[config.mk]
export PLATFORM = sky130hd
export DESIGN_NAME = button_event_detector
export DESIGN_NICKNAME = d
export VERILOG_FILES = /design/src/rtl/pmodenc_pkg.sv /design/src/rtl/ms_tick_gen.sv /design/src/rtl/button_event_detector.sv
export SDC_FILE = /design/constraint.sdc
export NUM_CORES = 1
export LEC_CHECK = 0
export ABC_AREA = 0
export CAP_MARGIN = 5
export CORE_ASPECT_RATIO = 1.4
export CORE_MARGIN = 1
export CORE_UTILIZATION = 30
export DETAILED_ROUTE_END_ITERATION = 10
export PLACE_DENSITY = 0.55
export SETUP_SLACK_MARGIN = 0.05
export SLEW_MARGIN = 25
export SYNTH_ARGS = -nofsm -noshare
export SYNTH_HDL_FRONTEND = slang
export SYNTH_HIERARCHICAL = 1
export SYNTH_SLANG_ARGS = --single-unit
[constraint.sdc]
create_clock -name clk -period 4.7 [get_ports clk]
set_input_delay 0.94 -clock clk [delete_from_list [all_inputs] [get_ports clk]]
set_output_delay 0.94 -clock clk [all_outputs]
set_load 0.01 [all_outputs]
[src/rtl/pmodenc_pkg.sv]
// pmodenc_pkg: shared state encoding, tick computation and event_status bit indices
// for the PmodENC peripheral.
package pmodenc_pkg;

    typedef enum logic [2:0] {
        IDLE,
        PRESSED,
        LONG_HELD,
        WAIT2,
        PRESS2
    } state_e;

    localparam int EV_SHORT  = 0;
    localparam int EV_LONG   = 1;
    localparam int EV_DOUBLE = 2;

    function automatic int unsigned tick_clocks(input int unsigned freq_hz, input int unsigned simulate);
        return (simulate == 0) ? freq_hz / 1000 : 5;
    endfunction

endpackage

[src/rtl/ms_tick_gen.sv]
// ms_tick_gen: millisecond prescaler, one tick every TICK clocks.
// restart forces the count back to 0 so the first tick arrives TICK clocks later.
module ms_tick_gen #(
    parameter int unsigned TICK = 5
) (
    input  logic clk,
    input  logic reset,
    input  logic restart,
    output logic tick
);

    localparam int W = (TICK > 1) ? $clog2(TICK) : 1;

    logic [W-1:0] cnt_q, cnt_d;

    assign tick  = cnt_q == W'(TICK - 1);
    assign cnt_d = (restart || tick) ? '0 : cnt_q + 1'b1;

    always_ff @(posedge clk or posedge reset) begin
        if (reset) cnt_q <= '0;
        else       cnt_q <= cnt_d;
    end

endmodule

[src/rtl/button_event_detector.sv]
// button_event_detector: classifies the debounced button level into press/release
// edges and short/long/double-click events with sticky status flags.
module button_event_detector
    import pmodenc_pkg::*;
#(
    parameter int unsigned CLOCK_FREQ_HZ   = 100000000,
    parameter int unsigned LONG_PRESS_MS   = 1000,
    parameter int unsigned DOUBLE_CLICK_MS = 300,
    parameter int unsigned SIMULATE        = 0
) (
    input  logic       clk,
    input  logic       reset,
    input  logic       BTN_in,
    input  logic       clr_events,
    output logic       btn_state,
    output logic       press_pulse,
    output logic       release_pulse,
    output logic       short_press,
    output logic       long_press,
    output logic       double_click,
    output logic [2:0] event_status
);

    localparam int unsigned TICK = tick_clocks(CLOCK_FREQ_HZ, SIMULATE);

    state_e      state_q, state_d;
    logic        btn_q, press_q, release_q;
    logic        rise, fall, tick, restart, long_hit, dbl_hit;
    logic [2:0]  ev_d, ev_q, status_d, status_q;
    logic [15:0] ms_cnt_q, ms_cnt_d;

    ms_tick_gen #(.TICK(TICK)) u_tick (
        .clk    (clk),
        .reset  (reset),
        .restart(restart),
        .tick   (tick)
    );

    assign rise     = BTN_in & ~btn_q;
    assign fall     = ~BTN_in & btn_q;
    assign long_hit = ms_cnt_q == 16'(LONG_PRESS_MS);
    assign dbl_hit  = ms_cnt_q == 16'(DOUBLE_CLICK_MS);

    // Competing edge and timeout: the timeout always takes priority.
    always_comb begin
        state_d = state_q;
        ev_d    = '0;
        case (state_q)
            IDLE:      if (rise) state_d = PRESSED;
            PRESSED: begin
                if (long_hit) begin
                    ev_d[EV_LONG] = 1'b1;
                    state_d       = fall ? IDLE : LONG_HELD;
                end else if (fall) begin
                    state_d = WAIT2;
                end
            end
            LONG_HELD: if (fall) state_d = IDLE;
            WAIT2: begin
                if (dbl_hit) begin
                    ev_d[EV_SHORT] = 1'b1;
                    state_d        = rise ? PRESSED : IDLE;
                end else if (rise) begin
                    ev_d[EV_DOUBLE] = 1'b1;
                    state_d         = PRESS2;
                end
            end
            PRESS2:    if (fall) state_d = IDLE;
            default:   state_d = IDLE;
        endcase
    end

    assign restart  = state_d != state_q;
    assign ms_cnt_d = restart ? '0 : (tick && ms_cnt_q != 16'hFFFF) ? ms_cnt_q + 16'd1 : ms_cnt_q;
    // A flag is held through both the cycle its pulse is generated and the cycle it is visible.
    assign status_d = ev_d | ev_q | (status_q & {3{~clr_events}});

    always_ff @(posedge clk or posedge reset) begin
        if (reset) begin
            state_q   <= IDLE;
            btn_q     <= 1'b0;
            press_q   <= 1'b0;
            release_q <= 1'b0;
            ev_q      <= '0;
            status_q  <= '0;
            ms_cnt_q  <= '0;
        end else begin
            state_q   <= state_d;
            btn_q     <= BTN_in;
            press_q   <= rise;
            release_q <= fall;
            ev_q      <= ev_d;
            status_q  <= status_d;
            ms_cnt_q  <= ms_cnt_d;
        end
    end

    assign btn_state     = btn_q;
    assign press_pulse   = press_q;
    assign release_pulse = release_q;
    assign short_press   = ev_q[EV_SHORT];
    assign long_press    = ev_q[EV_LONG];
    assign double_click  = ev_q[EV_DOUBLE];
    assign event_status  = status_q;

endmodule

Yosys cells after proc, flatten, opt, wreduce, memory -nomap -nowiden
Cells that the tools add are included.
{ "totals": {"reg_bits": 45, "output_inout_bits": 9, "input_bits": 4, "wordCells": 51} }
{ "op_classes": {"n_bitwise": 8, "add_sub_neg": 2, "n_reduce_logical": 5, "n_eq_ne": 9, "n_mux": 19} }
{ "op_table": {"columns": ["op", "count"], "rows": [
  ["16-bit two-way mux", 2],
  ["3-bit two-way mux", 6],
  ["17-bit by 1-bit adder with 17-bit output (second input constant)", 1],
  ["17-bit equality test (second input constant)", 1],
  ["17-bit two-way mux", 1],
  ["16-bit by 1-bit adder with 16-bit output (second input constant)", 1],
  ["16-bit by 10-bit equality test with 1-bit output (second input constant)", 1],
  ["16-bit by 9-bit equality test with 1-bit output (second input constant)", 1],
  ["16-bit inequality test (second input constant)", 1],
  ["3-bit case mux with 4 select lines", 1],
  ["1-bit two-way mux", 8],
  ["3-bit by 2-bit equality test with 1-bit output (second input constant)", 2],
  ["3-bit OR", 2],
  ["3-bit bitwise AND", 1],
  ["3-bit by 1-bit equality test with 1-bit output (second input constant)", 1],
  ["3-bit equality test (second input constant)", 1],
  ["3-bit zero test", 1],
  ["3-bit inequality test", 1],
  ["1-bit inverter", 3],
  ["1-bit bitwise AND", 2],
  ["2-bit two-way mux", 1],
  ["2-bit nonzero test", 1],
  ["2-bit OR reduction", 1],
  ["1-bit logical AND", 1],
  ["1-bit logical OR", 1]
]} }

Logic depth before layout (Yosys ltp)
Gate-level depths: netlist of run 1.
{ "logic_depth": {"ltp_word": 8, "depth_mapped": 11, "ltp_nobuf": 10} }

Modules after synthesis
Netlist of run 1, hierarchy kept.
{ "modules_own_cells": {"columns": ["mod", "seq_area_each_um2", "cells_each", "area_each_um2", "instances"], "rows": [
  ["button_event_detector", 700.7, 157, 1556.5, 1],
  ["ms_tick_gen", 425.4, 90, 877.1, 1]
]} }

Least setup slack after synthesis of run 1
Ideal clock, no wire load.
{ "synth_timing": {"path_kind": "register -> register", "start": "register ms_cnt_q[0]", "end": "register u_tick.cnt_q[10]", "setup_time_ns": 0.121, "t_arrival_ns": 2.665, "required_time_ns": 4.579, "stages_incl_launch_ff": 12, "path_slack_ns": 1.914, "path_buffers": 1, "synth_period_minus_slack_ns": 2.786, "cell_sequence": "dfrtp_1 inv_1 ha_1 or4b_1 or4_4 a31oi_1 a21boi_4 or2_2 inv_1 o31ai_4 buf_2 nor2_1"} }
{ "synth_via": {"elab_chain_cells": 6, "elab_cells_between_ends": 8, "classes_between": "eq/ne: 3; mux: 4; reduce/logical: 1"} }
{ "synth_lines": {"columns": ["item", "line", "rtl"], "rows": [
  ["from (decl)", "button_event_detector.sv:30", "logic [15:0] ms_cnt_q, ms_cnt_d;"],
  ["from (signal assigned)", "button_event_detector.sv:94", "ms_cnt_q <= ms_cnt_d;"],
  ["16-bit by 9-bit equality test with 1-bit output or 16-bit by 10-bit equality test with 1-bit output (tied branches)", "button_event_detector.sv:42, button_event_detector.sv:41", null],
  ["3-bit two-way mux, on equally long branches", "button_event_detector.sv:60, button_event_detector.sv:51", null],
  ["3-bit case mux with 4 select lines (*)", "button_event_detector.sv:48", "case (state_q)"],
  ["3-bit inequality test (*)", "button_event_detector.sv:73", "assign restart = state_d != state_q;"],
  ["named net restart", "button_event_detector.sv:28", "logic rise, fall, tick, restart, long_hit, dbl_hit;"],
  ["1-bit logical OR (*)", "ms_tick_gen.sv:17", "assign cnt_d = (restart || tick) ? '0 : cnt_q + 1'b1;"],
  ["17-bit two-way mux (*)", "ms_tick_gen.sv:17", null],
  ["named net u_tick.cnt_d[10]", "ms_tick_gen.sv:14", "logic [W-1:0] cnt_q, cnt_d;"],
  ["to (signal assigned)", "ms_tick_gen.sv:21", "else cnt_q <= cnt_d;"],
  ["to (decl)", "ms_tick_gen.sv:14", null]
]} }
Mark *: on every way through the listed nets, which the timed path passes. The rest lies on a longest branch.
A chain may end at the register's enable or synchronous reset.

Worst setup path after layout of run 1
{ "layout_timing": {"start": "register ms_cnt_q[11]", "end": "register u_tick.cnt_q[13]"} }
Same word-level chain as after synthesis.

==> results of run 1 <==
==> flip-flops by register name, summed over array words and instances (netlist names) <==
signal / count
u_tick/cnt_q: 17
ms_cnt_q: 16
ev_q: 3
event_status: 3
state_q: 3
btn_state: 1
press_pulse: 1
release_pulse: 1
==> area by class of cell <==
class | instances | area [sq um]
tap | 100 | 125
multi-input combinational | 179 | 1210
timing repair buffer | 13 | 128
clock inverter | 2 | 37.5
inverter | 14 | 52.6
fill | 801 | 5040
clock buffer | 6 | 82.6
sequential | 45 | 1130
==> report_power, final <==
part	switching [mW]	total, mW	internal, mW
clock	0.135	0.308	0.173
sequential	0.0337	0.447	0.414
combinational	0.148	0.224	0.0760
==> logic make-up after synthesis <==
family,after synthesis
AO/OA/AOI/OAI,30
XOR/XNOR,26
multiplexers,3
AND/OR/NAND/NOR,117
buffers and inverters,23
flip-flops,45
adder cells (fa/ha/maj),3
==> synth_stat cells, types with 2 or more instances <==
cell type  number  area share
or4b_1          2      0.0082
or4_4           2      0.0093
ha_1            3       0.015
buf_2           2      0.0041
or4_1           2      0.0062
dfrtp_1        45        0.46
or2_2           2      0.0051
and3_1          5       0.013
nor2_1         17       0.026
nand3b_1        2      0.0062
nand3_1        13       0.027
a21oi_1         6       0.012
nor3_1         20       0.041
nand2_1        13       0.020
mux2i_1         3       0.012
or3_1           7       0.018
a211o_1         2      0.0072
clkbuf_1        5      0.0077
xor2_1          7       0.025
nor2b_1         2      0.0051
nand4_1         8       0.021
and4_1          3       0.011
a211oi_1        6       0.019
and2_1          3      0.0077
o21ai_0         7       0.014
xnor2_1        19       0.068
nor4_1          6       0.015
inv_1          14       0.022
==> worst reg2reg max path, delay by kind of cell, from the launching register on <==
kind	cells	cell delay, ps
AO/OA/AOI/OAI	3	700
AND/OR/NAND/NOR	3	1550
flip-flops	1	440
buffers and inverters	1	100
multiplexers	1	330
==> through the flow <==
step | instance area [sq um] | util | setup slack (ps) | hold WS (ps)
after global routing | 2760 | 0.354 | 1300 | 494
after CTS | 2760 | 0.354 | 1500 | 468
after global placement | 2640 | 0.338 | 1340 | 446
after detailed placement | 2640 | 0.338 | 1220 | 449
after floorplan | 2430 | - | 1910 | 448
final | 2760 | 0.354 | 1510 | 464
==> worst paths after layout <==
check,start,end,slack [ps],cells past startpoint
setup / recovery,ms_cnt_q[11],u_tick/cnt_q[13],1510,8
hold / removal,ev_q[1],event_status[1],460,1
setup reg to reg,ms_cnt_q[11],u_tick/cnt_q[13],1510,8
hold reg to reg,ev_q[1],event_status[1],460,1
max in group asynchronous,reset,u_tick/cnt_q[1],3210,2
min in group asynchronous,reset,ms_cnt_q[12],1040,2
==> per-layer routing <==
layer,share of wire,vias to the layer above,wire [um],GRT usage
li1,-,912,-,-
met2,0.50,24,2400,0.207
met1,0.46,869,2190,0.157
met5,0,-,0,0
met3,0.025,5,117,0.0228
met4,0.014,0,68,0.0569
==> impl_metrics.yaml, run 1 <==
outcome:
  status: "finished, final reports clean"
critical_path:
  endpoint_kind: "flop"
  startpoint_type: "flop"
  required_ps: 4930
  crit_family: "simple AND/OR/NAND/NOR gates"
  slowest_delay_ps: 670
  worst-path-buf-inv: 1
  path_max_fanout: 17
  cpMaxStageDelayCell: "or4b_2"
  cp.arrival_ps: 3420
  path_cells: "or4b_2 > nor4_1 > mux2i_1 > o211ai_2 > or2_2 > inv_1 > o31ai_4 > a21oi_1"
  path_class: "flop to flop"
finish:
  final_common_cell: "dfrtp_1"
  mostFrequentLayoutCells: "45 x dfrtp_1, 20 x nor3_1, 19 x xnor2_1, 17 x nor2_1"
  stdcell_count: 359
  area_growth_pct: 13.4
  diodes: 0
  drive_gt1_frac: 0.0888
  final_net_count: 265
cts:
  post_cts_buffers: 0
  clk_pin_slew_ps: 90
  cts_hold_buf: 0
  cts_tree: "done"
  clk_path_buf_depth: 2
  root_buffer: "clkbuf_8"
  numClockSinks: 45
  clk_latency_ps: 300
  cts-resized-gates: 0
  cts_buffers: 5
  cts-htree-levels: 2
yosys:
  synth_compound_area_frac: 0.0946
  ys_seq_elements: 45
  synth_edf_count: 0
  async_reset_ff_frac: 1.00
  synth_fa_ha_area_frac: 0.0154
  synthMuxAreaShare: 0.0123
  synth_cell_types: 49
  synth_warnings: 6
  yosysSeqAreaShare: 0.463
  synthXorXnorAreaFrac: 0.0936
  synthCells: 247
  netlist_area_sq_um: 2430
  synthFlopType: "dfrtp_1"
  syn_avg_cell_area_sq_um: 9.85
  synth_nets: 254
  synth_top_family_by_area: "simple AND/OR/NAND/NOR gates"
  synthSimpleGateAreaFrac: 0.280
floorplan:
  io_pins: 13
  die_h_um: 109
  rows: 38
  core_area_sq_um: 7800
  die-area_sq_um: 8480
  initial_core_util: 0.312
  dieWidth_um: 78.1
drt:
  vias_per_cell: 5.04
  vias: 1810
  drtAntennaViolNets: 0
  detailedRoute.firstPassIterationCount: 4
  drcViolationCount: 0
  wl_per_cell_um: 13.3
  drt-initial-drc-count: 128
  wl_um: 4780
pwr:
  leakagePower_nw: 1.12
  p_per_area_nw_per_um2: 355
  ir_drop_mv: 0.157
  power_uw: 979
sta:
  worstMarginPinSlew_ps: 765
  finClkSkew_ps: 14.6
  rsz0062_at_grt: "no"
  period_share: 0.679
  slew-limit-headroom: 0.489
  finalSetupTns_ps: 0
  hold_viol: 0
  period_minus_slack_ps: 3190
  slew_viol_final: 0
  setup_violations: 0
  fmax_mhz: 313
global_routing:
  antenna_found_initial: 0
  grt_pass1_wl_um: 8440
  grt_max_degree: 29
  grt_pass1_vias: 1763
  grt_usage: 0.125
  grt-ovfl-total: 0
flow_run:
  maxCapViolations: 0
hold_path:
  hp-class: "flop to flop"
placed_design:
  place_hpwl_um: 3410
  place_inst: 351
  portBuffers: 12
  routabilityCongestion: 0.762
Note: power is estimated with default switching activity, not from simulation.
==> run 2, diff against run 1 <==
- PLACE_DENSITY: 0.55 -> 0.56
- clock period: 4.7 -> 2.9 ns (I/O delays scaled with it)
==> impl_metrics.yaml, run 2 (synthesis results as in run 1) <==
global_routing:
  antenna_found_initial: 0
  grt_pass1_vias: 2033
  grt_max_degree: 29
  grt_pass1_wl_um: 9490
  grt-ovfl-total: 0
  grt_usage: 0.143
critical_path:
  path_max_fanout: 8
  cp.arrival_ps: 2890
  required_ps: 3080
  path_class: "flop to flop"
  startpoint_type: "flop"
  endpoint_kind: "flop"
outcome:
  status: "finished, final reports clean"
pwr:
  ir_drop_mv: 0.186
  leakagePower_nw: 1.19
  power_mw: 1.62
  p_per_area_nw_per_um2: 558
drt:
  wl_per_cell_um: 14.6
  vias: 1903
  vias_per_cell: 5.09
  drt-initial-drc-count: 78
  detailedRoute.firstPassIterationCount: 4
  drcViolationCount: 0
  wl_um: 5480
  drtAntennaViolNets: 0
flow_run:
  maxCapViolations: 0
cts:
  cts_buffers: 5
  clk_path_buf_depth: 2
  clk_latency_ps: 310
  numClockSinks: 45
  cts_tree: "done"
  clk_pin_slew_ps: 80
  root_buffer: "clkbuf_8"
  cts-htree-levels: 2
floorplan:
  die_h_um: 109
  rows: 38
  core_area_sq_um: 7800
  io_pins: 13
  dieWidth_um: 78.1
  die-area_sq_um: 8480
  initial_core_util: 0.312
sta:
  finalSetupTns_ps: 0
  setup_violations: 0
  rsz0062_at_grt: "yes"
  setup_slack_ps: 180
  fmax_mhz: 368
  hold_viol: 0
  period_minus_slack_ps: 2720
  period_share: 0.938
  slew-limit-headroom: 0.565
  worstMarginPinSlew_ps: 652
  slew_viol_final: 0
  finClkSkew_ps: 9.71
hold_path:
  hp-class: "flop to flop"
placed_design:
  portBuffers: 12
  dp_slack_ps: 32.4
  place_inst: 365
  routabilityCongestion: 0.896
  place_hpwl_um: 3800
finish:
  largest_register_ffs: 17
  stdcell_count: 374
  diodes: 0
  largest-register: "u_tick/cnt_q"
  mostFrequentLayoutCells: "45 x dfrtp_1, 20 x nor3_1, 19 x xnor2_1, 17 x nor2_1, 16 x buf_4"
  area_growth_pct: 19.6
  final_net_count: 281
  final_common_cell: "dfrtp_1"
  reg.largest.list: "u_tick/cnt_q x17, ms_cnt_q x16"
  drive_gt1_frac: 0.161
  final_util: 0.373
[run 2: cell types whose count changed in the layout (fill, tap and decap cells not counted), sizes merged]
| cell | delta |
|---|---|
| clkbuf | +1 |
| o31ai | +1 |
| bufinv | -1 |
| buf | +15 |
| clkinvlp | -1 |
[run 2: worst paths after layout]
kind | cells after the start | endpoint | from | slack, ps
setup / recovery | 10 | u_tick/cnt_q[9] | ms_cnt_q[0] | 180
hold / removal | 1 | event_status[0] | ev_q[0] | 470
setup reg to reg | 10 | u_tick/cnt_q[9] | ms_cnt_q[0] | 180
hold reg to reg | 1 | event_status[0] | ev_q[0] | 470
max in group asynchronous | 2 | u_tick/cnt_q[8] | reset | 1780
min in group asynchronous | 3 | ms_cnt_q[10] | reset | 670
[run 2: timing repair]
action,in CTS,in global routing
cloned,1,0
resized for setup,2,12
hold buffers,0,0
endpoints found under the setup margin,15,20
pin swaps,0,2
endpoints found under the hold margin,0,0
setup buffers,0,1
[run 2: routing by layer]
layer / vias up / track usage / part of all wire
met5: - / 0 / 0
met4: 0 / 0.0860 / 0.032
met3: 13 / 0.0228 / 0.022
met2: 29 / 0.251 / 0.53
met1: 917 / 0.160 / 0.42
li1: 944 / - / -
[run 2: where the power goes]
group	internal (mW)	switching, mW
clock	0.189	0.212
sequential	0.670	0.0448
combinational	0.192	0.314
[run 2: cell type report]
| class | count | area [sq um] |
|---|---|---|
| flip-flops and latches | 45 | 1130 |
| repair buffers | 28 | 240 |
| fillers | 787 | 4890 |
| multi-input cells | 180 | 1280 |
| clock buffers | 7 | 86.3 |
| well taps | 100 | 125 |
| inverters | 14 | 55.1 |
[run 2: critical path, stage by stage (launching register included)]
cell      delay [ps]
dfrtp_1          400
inv_1            100
ha_2             210
or4b_4           470
or4_4            600
a31oi_4          200
a21boi_4         200
or2_4            140
inv_4             50
o31ai_4          120
nor2_1           100
[run 2: through the flow]
step,cell area [sq um],hold WS (ps)
finish,2910,474
global route,2910,500
CTS,2850,478
detailed placement,2740,460
global placement,2740,443
floorplan,2430,448
==> run 3, diff against run 2 <==
- CAP_MARGIN: 5 -> 20
==> results of run 3 <==
Final layout, timing and power as in run 2 (identical DEF).
